**src/rtl/ram_ctrl_pkg.sv**
```systemverilog
// Shared types and helpers for the single-port RAM request controller.
package ram_ctrl_pkg;

    typedef enum logic [1:0] {
        S_CLEAR = 2'd0,
        S_IDLE  = 2'd1,
        S_RESP  = 2'd2
    } ram_ctrl_state_e;

    // Address check against a position count that need not be a power of two.
    function automatic logic addr_in_range(input int unsigned addr, input int unsigned npos);
        return addr < npos;
    endfunction

endpackage

```
**src/rtl/ram_req_ctrl.sv**
```systemverilog
// Initiator side of a single-port RAM: valid/ready requests in, RAM cycles out,
// read responses back; optional zero-fill of every position after reset.
module ram_req_ctrl
    import ram_ctrl_pkg::*;
#(
    parameter int unsigned DataWidth    = 32,
    parameter int unsigned NPos         = 1024,
    parameter bit          ClearOnReset = 1'b1,
    localparam int unsigned NPosWidth   = (NPos > 1) ? $clog2(NPos) : 1
) (
    input  logic                 clk_i,
    input  logic                 rst_i,
    input  logic                 req_valid_i,
    output logic                 req_ready_o,
    input  logic                 req_we_i,
    input  logic [NPosWidth-1:0] req_addr_i,
    input  logic [DataWidth-1:0] req_wdata_i,
    output logic                 rsp_valid_o,
    input  logic                 rsp_ready_i,
    output logic [DataWidth-1:0] rsp_rdata_o,
    output logic                 init_done_o,
    output logic [NPosWidth-1:0] ram_a_o,
    output logic                 ram_we_o,
    output logic [DataWidth-1:0] ram_wd_o,
    input  logic [DataWidth-1:0] ram_rd_i
);

    localparam logic [NPosWidth-1:0] LastPos = NPosWidth'(NPos - 1);

    ram_ctrl_state_e      r_state;
    logic [NPosWidth-1:0] r_clr_cnt;
    logic                 r_rsp_valid;
    logic [DataWidth-1:0] r_rsp_rdata;
    logic                 r_init_done;

    logic w_in_range;
    logic w_ready;
    logic w_accept_rd;

    assign w_in_range  = addr_in_range(32'(req_addr_i), NPos);
    assign w_ready     = !rst_i && ((r_state == S_IDLE) || ((r_state == S_RESP) && rsp_ready_i));
    assign w_accept_rd = w_ready && req_valid_i && !req_we_i;

    assign req_ready_o = w_ready;
    assign rsp_valid_o = r_rsp_valid;
    assign rsp_rdata_o = r_rsp_rdata;
    assign init_done_o = r_init_done;

    // RAM port: clear sweep, or a pass-through of the request whenever it can be accepted.
    always_comb begin
        ram_a_o  = req_addr_i;
        ram_wd_o = req_wdata_i;
        ram_we_o = 1'b0;
        if (!rst_i && (r_state == S_CLEAR)) begin
            ram_a_o  = r_clr_cnt;
            ram_wd_o = '0;
            ram_we_o = 1'b1;
        end else if (w_ready) begin
            ram_we_o = req_valid_i && req_we_i && w_in_range;
        end
    end

    always_ff @(posedge clk_i or posedge rst_i) begin
        if (rst_i) begin
            r_state     <= ClearOnReset ? S_CLEAR : S_IDLE;
            r_clr_cnt   <= '0;
            r_rsp_valid <= 1'b0;
            r_rsp_rdata <= '0;
            r_init_done <= !ClearOnReset;
        end else begin
            case (r_state)
                S_CLEAR: begin
                    if (r_clr_cnt == LastPos) begin
                        r_clr_cnt   <= '0;
                        r_state     <= S_IDLE;
                        r_init_done <= 1'b1;
                    end else begin
                        r_clr_cnt <= r_clr_cnt + NPosWidth'(1);
                    end
                end
                S_IDLE, S_RESP: begin
                    // A response handshake and a new accept share the same cycle.
                    if (w_accept_rd) begin
                        r_rsp_valid <= 1'b1;
                        r_rsp_rdata <= w_in_range ? ram_rd_i : '0;
                        r_state     <= S_RESP;
                    end else if (w_ready) begin
                        r_rsp_valid <= 1'b0;
                        r_state     <= S_IDLE;
                    end
                end
                default: begin
                    r_rsp_valid <= 1'b0;
                    r_state     <= S_IDLE;
                end
            endcase
        end
    end

endmodule
```
**config.mk**
```make
export PLATFORM = sky130hd
export DESIGN_NAME = ram_req_ctrl
export DESIGN_NICKNAME = d
export VERILOG_FILES = /design/src/rtl/ram_ctrl_pkg.sv /design/src/rtl/ram_req_ctrl.sv
export SDC_FILE = /design/constraint.sdc
export NUM_CORES = 1
export LEC_CHECK = 0
export CELL_PAD_IN_SITES_DETAIL_PLACEMENT = 0
export CELL_PAD_IN_SITES_GLOBAL_PLACEMENT = 2
export CORE_MARGIN = 2
export CORE_UTILIZATION = 22
export DETAILED_ROUTE_END_ITERATION = 16
export PLACE_DENSITY_LB_ADDON = 0.1
export SYNTH_ARGS = -nofsm -noshare
export SYNTH_HDL_FRONTEND = slang
export SYNTH_SLANG_ARGS = --single-unit
```
**constraint.sdc**
```tcl
create_clock -name clk_i -period 5.7 [get_ports clk_i]
set_input_delay 0.855 -clock clk_i [delete_from_list [all_inputs] [get_ports clk_i]]
set_output_delay 0.855 -clock clk_i [all_outputs]
set_load 0.05 [all_outputs]
```
==> implementation parameters, run 1 <==
Parameter                              Value

Status
  Status    complete, no violations

Worst setup path
  CP Data Arrival Time    3.40 ns
  CP Max Fanout    45
  Worst setup path start    rst_i
  Kind of capture point of the worst setup path    output port
  Kind of launch point of the worst setup path    input pin
  Startpoint of the worst-slack reg-to-reg timing path    r_state[0]$_DFFE_PP0P_
  Register-to-register path setup slack    3.65 ns
  Path type of the worst setup path    input pin to output port
  Critical path required time    roughly 4.9 ns

Detailed routing
  Via density per instance    3.97
  Routed WL    around 6300 um
  TritonRoute pass-1 iters    4
  Count of unresolved DRC violations after routing    0
  Violation count after the first detailed-route iteration    47
  Wire length per cell    13.3 um
  Antenna violation net count after detailed routing    0
  Overall via count from detail_route    about 1.9k

CTS
  Buffer count from post-CTS setup fixing    0
  Clock transition at the register clock pins on the worst setup and hold paths after CTS    ~0.08 ns
  Total clock sinks    between 40 and 50
  Clock insertion delay at the later pin of the skew report    about 0.3 ns
  Cts bufs inserted    5
  Clock tree buffer depth    2
  Clock root buffer    sky130_fd_sc_hd__clkbuf_8
  CTS tree    built
  Htree depth    2
  Number of buffers inserted for hold repair after clock tree synthesis    0
  Count of instances resized after the clock tree is built    0

GRT
  Number of antenna violations at the first check in global routing    0
  Remaining Overflow, GRT    0
  Vias in the first global route    1859
  GR Util met1    0.140
  Met2 track demand over resource in global routing    0.185
  Met3 usage in global routing    0.0303
  Maximum number of pins on one net before global-route repair    47
  Global-route wire length before repair    9850 um
  Gr usage total    0.110
  Most used routing layer in global routing    met2

Final layout
  Number of nets in the finished design    between 400 and 500
  Area of all placed cells without fillers    between 4000 and 5000 um2
  Antenna diodes    0
  Growth of design area from synthesis to finish    78.5%
  Share of post-route cells with drive strength above 1    0.173

STA
  Final critical-path setup slack    about 1.4 ns
  Final Critical Period    4.26 ns
  Max Transition Viols Final    0
  Period Utilization, post-route    0.747
  RSZ-0062 raised after global routing    false
  Slew margin rel.    0.207
  Measured slew at the worst slew-check pin    between 1 and 1.5 ns
  Worst clock skew    0.0144 ns
  Achievable Freq    between 200 and 250 MHz
  Final TNS setup    0 ns
  Tightest hold margin    0.473 ns
  Setup Viol. Count Final    0
  Number of hold violations in the final report    0

Hold path
  Startpoint of the tightest hold check path    init_done_o$_DFFE_PP0P_
  Class of the worst hold path    flop to flop

Floorplan
  Height of the die    about 110 um
  Starting Density    0.223
  Area of the die    around 11000 um2
  I/O Pins    157
  Die extent in x    between 100 and 150 um
  Number of standard-cell rows in the floorplan    37
  Area of the placeable core    roughly 10000 um2

Synth
  Main area contributors after synthesis    sky130_fd_sc_hd__dfrtp_1, sky130_fd_sc_hd__mux2_2, sky130_fd_sc_hd__and2_1
  Predominant post-synthesis flop cell    sky130_fd_sc_hd__dfrtp_1
  Seq/Total Area, Yosys    0.508
  Area share of the largest cell type after synthesis    0.508
  List of most frequent post-synthesis cells    sky130_fd_sc_hd__dfrtp_1, sky130_fd_sc_hd__mux2_2, sky130_fd_sc_hd__and2_1, sky130_fd_sc_hd__nand2_1, sky130_fd_sc_hd__inv_1
  Synth Cell Area    between 2000 and 2500 um2
  Number of enable-type register cells in the synthesized netlist    0
  Mean Syn Cell Area    approximately 12 um2
  Net count of the mapped netlist    267
  Cell type contributing the most total cell area after synthesis    sky130_fd_sc_hd__dfrtp_1
  Most repeated cell in the gate-level netlist after synthesis    sky130_fd_sc_hd__dfrtp_1
  Total of flip-flops plus latches after synthesis    between 40 and 50
  Yosys warns    0
  Number of library cell types mapped by synthesis    34
  Number of cells produced by synthesis    ~180
  Share of flip-flops with an asynchronous set or reset    1.00

Power
  Worst-case vdd ir drop    approximately 0.00028 V
  Areal power density over the cells    528 nW/um2
  Leakage    between 1.5 and 2 nW
  Final Total Pwr    approximately 2.1 mW

Placed design
  Post-detailed-placement half-perimeter wirelength    ~4800 um
  Routability Congestion    between 0.6 and 0.7
  Setup WS pre-CTS    between 1 and 1.5 ns
  DP Area    between 3000 and 4000 um2
  Count of port buffers added during placement    between 150 and 200

Flow run
  MaxCap Viol Count    0
per-layer routing:
layer / vias to the layer above / part of all wire
li1: 933 / -
met1: 892 / 0.44
met2: 63 / 0.49
met3: 8 / 0.058
met4: 0 / 0.012
met5: - / 0
sequential cells by signal, indices dropped and copies added, names as in the netlist:
register	cells
r_state	2
init_done_o	1
rsp_rdata_o	32
rsp_valid_o	1
r_clr_cnt	10
critical path, stage by stage:
cell	delay, ns
sky130_fd_sc_hd__clkdlybuf4s50_1	0.51
sky130_fd_sc_hd__inv_2	0.05
sky130_fd_sc_hd__nand2_1	0.85
sky130_fd_sc_hd__mux2_2	0.42
sky130_fd_sc_hd__clkdlybuf4s50_1	0.70
stage by stage:
stage | util | std cells
2_1_floorplan | - | 184
3_3_place_gp | 0.388 | 469
3_5_place_dp | 0.388 | 469
4_1_cts | 0.397 | 477
5_1_grt | 0.397 | 477
6_report | 0.397 | 477
layout by cell type (no fill, tap or decap), types with 2 or more instances in the layout:
cell	count
sky130_fd_sc_hd__and2_1	32
sky130_fd_sc_hd__buf_4	2
sky130_fd_sc_hd__clkbuf_8	6
sky130_fd_sc_hd__clkdlybuf4s50_1	156
sky130_fd_sc_hd__dfrtp_1	46
sky130_fd_sc_hd__ha_1	4
sky130_fd_sc_hd__inv_1	6
sky130_fd_sc_hd__mux2_2	40
sky130_fd_sc_hd__mux2i_1	2
sky130_fd_sc_hd__nand2_1	8
sky130_fd_sc_hd__nand3_1	2
sky130_fd_sc_hd__nand4_1	2
sky130_fd_sc_hd__nor2_1	5
sky130_fd_sc_hd__o21ai_0	3
sky130_fd_sc_hd__xnor2_1	5
sky130_fd_sc_hd__xor2_1	2
layout make-up:
type | instances | area, um2
tap | 136 | 170
timing repair buffer | 158 | 1580
clock inverter | 1 | 8.76
clock buffer | 7 | 86.3
sequential | 46 | 1150
multi-input combinational | 122 | 1030
inverter | 7 | 26.3
fill | 1010 | 6140
final timing paths:
check / to / cells after the start
min reg2reg: init_done_o$_DFFE_PP0P_ / 1
min in group asynchronous: rsp_valid_o$_DFFE_PP0P_ / 3
max reg2reg: rsp_rdata_o[23]$_DFFE_PP0P_ / 7
max: ram_a_o[6] / 5
min: init_done_o$_DFFE_PP0P_ / 1
max in group asynchronous: r_clr_cnt[3]$_DFFE_PP0P_ / 3
cell families after synthesis:
logic type      count (synthesis)  synth area share
mux                            44             0.219
flops                          46             0.508
fa+ha+maj                       4            0.0221
compound gates                  9            0.0342
xor+xnor                        7            0.0270
simple gates                   58             0.151
buf+inv                        16            0.0386
power by group:
group          total [mW]  switching, mW  internal [mW]
Clock               0.219          0.119          0.101
Combinational        1.38          0.856          0.521
Sequential          0.540         0.0766          0.463
Total                2.14           1.05           1.09
Power figures use the tool's default switching activity.
==> run 2: changes to the inputs <==
--- a/config.mk
+++ b/config.mk
@@ -8,7 +8,7 @@
 export CELL_PAD_IN_SITES_DETAIL_PLACEMENT = 0
 export CELL_PAD_IN_SITES_GLOBAL_PLACEMENT = 2
 export CORE_MARGIN = 2
-export CORE_UTILIZATION = 22
+export CORE_UTILIZATION = 18
 export DETAILED_ROUTE_END_ITERATION = 16
 export PLACE_DENSITY_LB_ADDON = 0.1
 export SYNTH_ARGS = -nofsm -noshare
==> constraint.sdc (replaced) <==
create_clock -name clk_i -period 3.9 [get_ports clk_i]
set_input_delay 0.585 -clock clk_i [delete_from_list [all_inputs] [get_ports clk_i]]
set_output_delay 0.585 -clock clk_i [all_outputs]
set_load 0.05 [all_outputs]
==> run 2 against run 1 <==
Clock skew shrank 0.0095 ns. Critical path type unchanged. Global-route usage is 1.3 points lower. Non-clock buffer count rose by 1. Die area increased by 21%.
==> implementation parameters, run 2 (synthesis results as in run 1) <==
Parameter                              Value

Hold path
  Count of cells along the worst hold path    1 (unchanged)
  Class of the worst hold path    flop to flop (unchanged)

Detailed routing
  TritonRoute pass-1 iters    2 (was 4)
  Count of unresolved DRC violations after routing    0 (unchanged)
  Wire length per cell    13.5 um (was 13.3 um)
  Antenna violation net count after detailed routing    0 (unchanged)
  Routed WL    6890 um (was 6340 um)
  Via density per instance    3.74 (was 3.97)
  Overall via count from detail_route    1905 (was 1896)
  Violation count after the first detailed-route iteration    39 (was 47)

CTS
  Number of buffers inserted for hold repair after clock tree synthesis    0 (unchanged)
  Buffer count from post-CTS setup fixing    0 (unchanged)
  Clock insertion delay at the later pin of the skew report    0.29 ns (was 0.30 ns)
  CTS tree    built (unchanged)
  Count of instances resized after the clock tree is built    0 (unchanged)
  Htree depth    2 (unchanged)
  Clock transition at the register clock pins on the worst setup and hold paths after CTS    0.07 ns (was 0.08 ns)
  Clock tree buffer depth    2 (unchanged)
  Clock root buffer    sky130_fd_sc_hd__clkbuf_16 (was sky130_fd_sc_hd__clkbuf_8)
  Cts bufs inserted    5 (unchanged)
  Total clock sinks    46 (unchanged)

STA
  Final Critical Period    2.72 ns
  Number of hold violations in the final report    0 (unchanged)
  Slew margin rel.    0.548 (was 0.207)
  Worst clock skew    0.00487 ns (was 0.0144 ns)
  Measured slew at the worst slew-check pin    0.672 ns (was 1.19 ns)
  RSZ-0062 raised after global routing    false (unchanged)
  Max Transition Viols Final    0 (unchanged)
  Period Utilization, post-route    0.697
  Setup Viol. Count Final    0 (unchanged)
  Final critical-path setup slack    1.18 ns (was 1.44 ns)
  Achievable Freq    about 370 MHz

Floorplan
  I/O Pins    157 (unchanged)
  Starting Density    0.186 (was 0.223)
  Number of standard-cell rows in the floorplan    40 (was 37)
  Area of the placeable core    12200 um2 (was 10200 um2)
  Die extent in x    116 um (was 106 um)
  Area of the die    13500 um2 (was 11100 um2)
  Height of the die    116 um (was 106 um)

Worst setup path
  Kind of cell adding the most delay to the critical path    buffers and inverters (unchanged)
  Cells along the critical path    clkdlybuf4s50_1, inv_2, nand2_1, buf_4, mux2_2, buf_12 (was clkdlybuf4s50_1, inv_2, nand2_1, mux2_2, clkdlybuf4s50_1)
  Kind of launch point of the worst setup path    input pin (unchanged)
  Slowest stage cell, crit path    sky130_fd_sc_hd__clkdlybuf4s50_1 (was sky130_fd_sc_hd__nand2_1)
  Critical Path Max Stage Delay    0.51 ns (was 0.85 ns)
  Path type of the worst setup path    input pin to output port (unchanged)
  Depth of the worst register-to-register path    7 (unchanged)
  Critical path required time    3.31 ns (was 4.85 ns)
  Number of gates on the worst path with buffers counted    6 (was 5)
  Worst path bufs/invs    4 (was 3)
  CP Data Arrival Time    2.13 ns (was 3.40 ns)
  CP Max Fanout    45 (unchanged)
  Kind of capture point of the worst setup path    output port (unchanged)

GRT
  Gr usage total    0.0972 (was 0.110)
  Remaining Overflow, GRT    0 (unchanged)
  Global-route wire length before repair    10100 um (was 9850 um)
  Maximum number of pins on one net before global-route repair    47 (unchanged)
  Number of antenna violations at the first check in global routing    0 (unchanged)
  Vias in the first global route    1843 (was 1859)

Status
  Status    complete, no violations (unchanged)

Placed design
  Routability Congestion    0.660 (was 0.696)
  Post-detailed-placement half-perimeter wirelength    5360 um (was 4820 um)
  Setup WS pre-CTS    1.18 ns (was 1.42 ns)
  Count of port buffers added during placement    156 (unchanged)

Final layout
  Leading cell types in the layout, fill and taps excluded    sky130_fd_sc_hd__clkdlybuf4s50_1, sky130_fd_sc_hd__dfrtp_1, sky130_fd_sc_hd__mux2_2 (unchanged)
  Post-Route Utilization    0.345 (was 0.397)
  Leading cell type in the layout, fill and taps excluded    sky130_fd_sc_hd__clkdlybuf4s50_1 (unchanged)
  Growth of design area from synthesis to finish    85.2% (was 78.5%)
  Number of nets in the finished design    424 (was 423)
  Antenna diodes    0 (unchanged)
  Share of post-route cells with drive strength above 1    0.304 (was 0.173)
  Flip-flop count of the largest register after layout    32 (unchanged)

Power
  Leakage    1.78 nW (was 1.65 nW)
  Worst-case vdd ir drop    0.000417 V (was 0.000277 V)
  Areal power density over the cells    798 nW/um2 (was 528 nW/um2)

Flow run
  MaxCap Viol Count    0 (unchanged)
## run 2: stage by stage
step                      hold WS [ns]  cell area (um2)  setup TNS [ns]  power [mW]  cells
after global placement           0.462             4030               0        2.89    502
final                            0.467             4200               0        3.35    510
after global routing             0.516             4200               0        3.52    510
after detailed placement         0.460             4030               0        2.89    502
after CTS                        0.476             4200               0        3.40    510
after floorplan                  0.478             2270         -0.0799        2.16    184
## run 2: cell type report
| type | instances | area, um2 |
|---|---|---|
| fill | 1247 | 7960 |
| timing repair buffer | 159 | 1610 |
| sequential | 46 | 1150 |
| multi-input combinational | 122 | 1030 |
| tap | 168 | 210 |
| clock buffer | 5 | 125 |
| clock inverter | 3 | 43.8 |
| inverter | 7 | 26.3 |
## run 2: layer usage
metal  wire length [um]  track usage  part of all wire
met1               2810        0.117              0.41
met2               3680        0.172              0.53
met3                401       0.0291             0.058
met4                  0       0.0190                 0
met5                  0            0                 0
## run 2: final timing paths
path	start	to	slack (ns)
setup / recovery	rst_i	ram_a_o[6]	1.18
hold reg to reg	init_done_o$_DFFE_PP0P_	init_done_o$_DFFE_PP0P_	0.47
max in group asynchronous	rst_i	r_clr_cnt[5]$_DFFE_PP0P_	2.63
setup reg to reg	r_state[0]$_DFFE_PP0P_	rsp_rdata_o[22]$_DFFE_PP0P_	1.81
min in group asynchronous	rst_i	rsp_rdata_o[10]$_DFFE_PP0P_	0.85
hold / removal	init_done_o$_DFFE_PP0P_	init_done_o$_DFFE_PP0P_	0.47
## run 2: worst register-to-register path, cell delays in order, from the launching register on
cell and delay (ns):
sky130_fd_sc_hd__dfrtp_1 0.38, sky130_fd_sc_hd__inv_1 0.10, sky130_fd_sc_hd__ha_1 0.16, sky130_fd_sc_hd__a21oi_1 0.07, sky130_fd_sc_hd__nor2_2 0.18, sky130_fd_sc_hd__and4b_1 0.27, sky130_fd_sc_hd__buf_4 0.41, sky130_fd_sc_hd__mux2_2 0.42
## run 2: power by group
part           leakage (nW)  internal (mW)  switching (mW)
Sequential            0.565          0.678           0.112
Combinational          1.13          0.791            1.27
Clock                0.0842          0.304           0.190
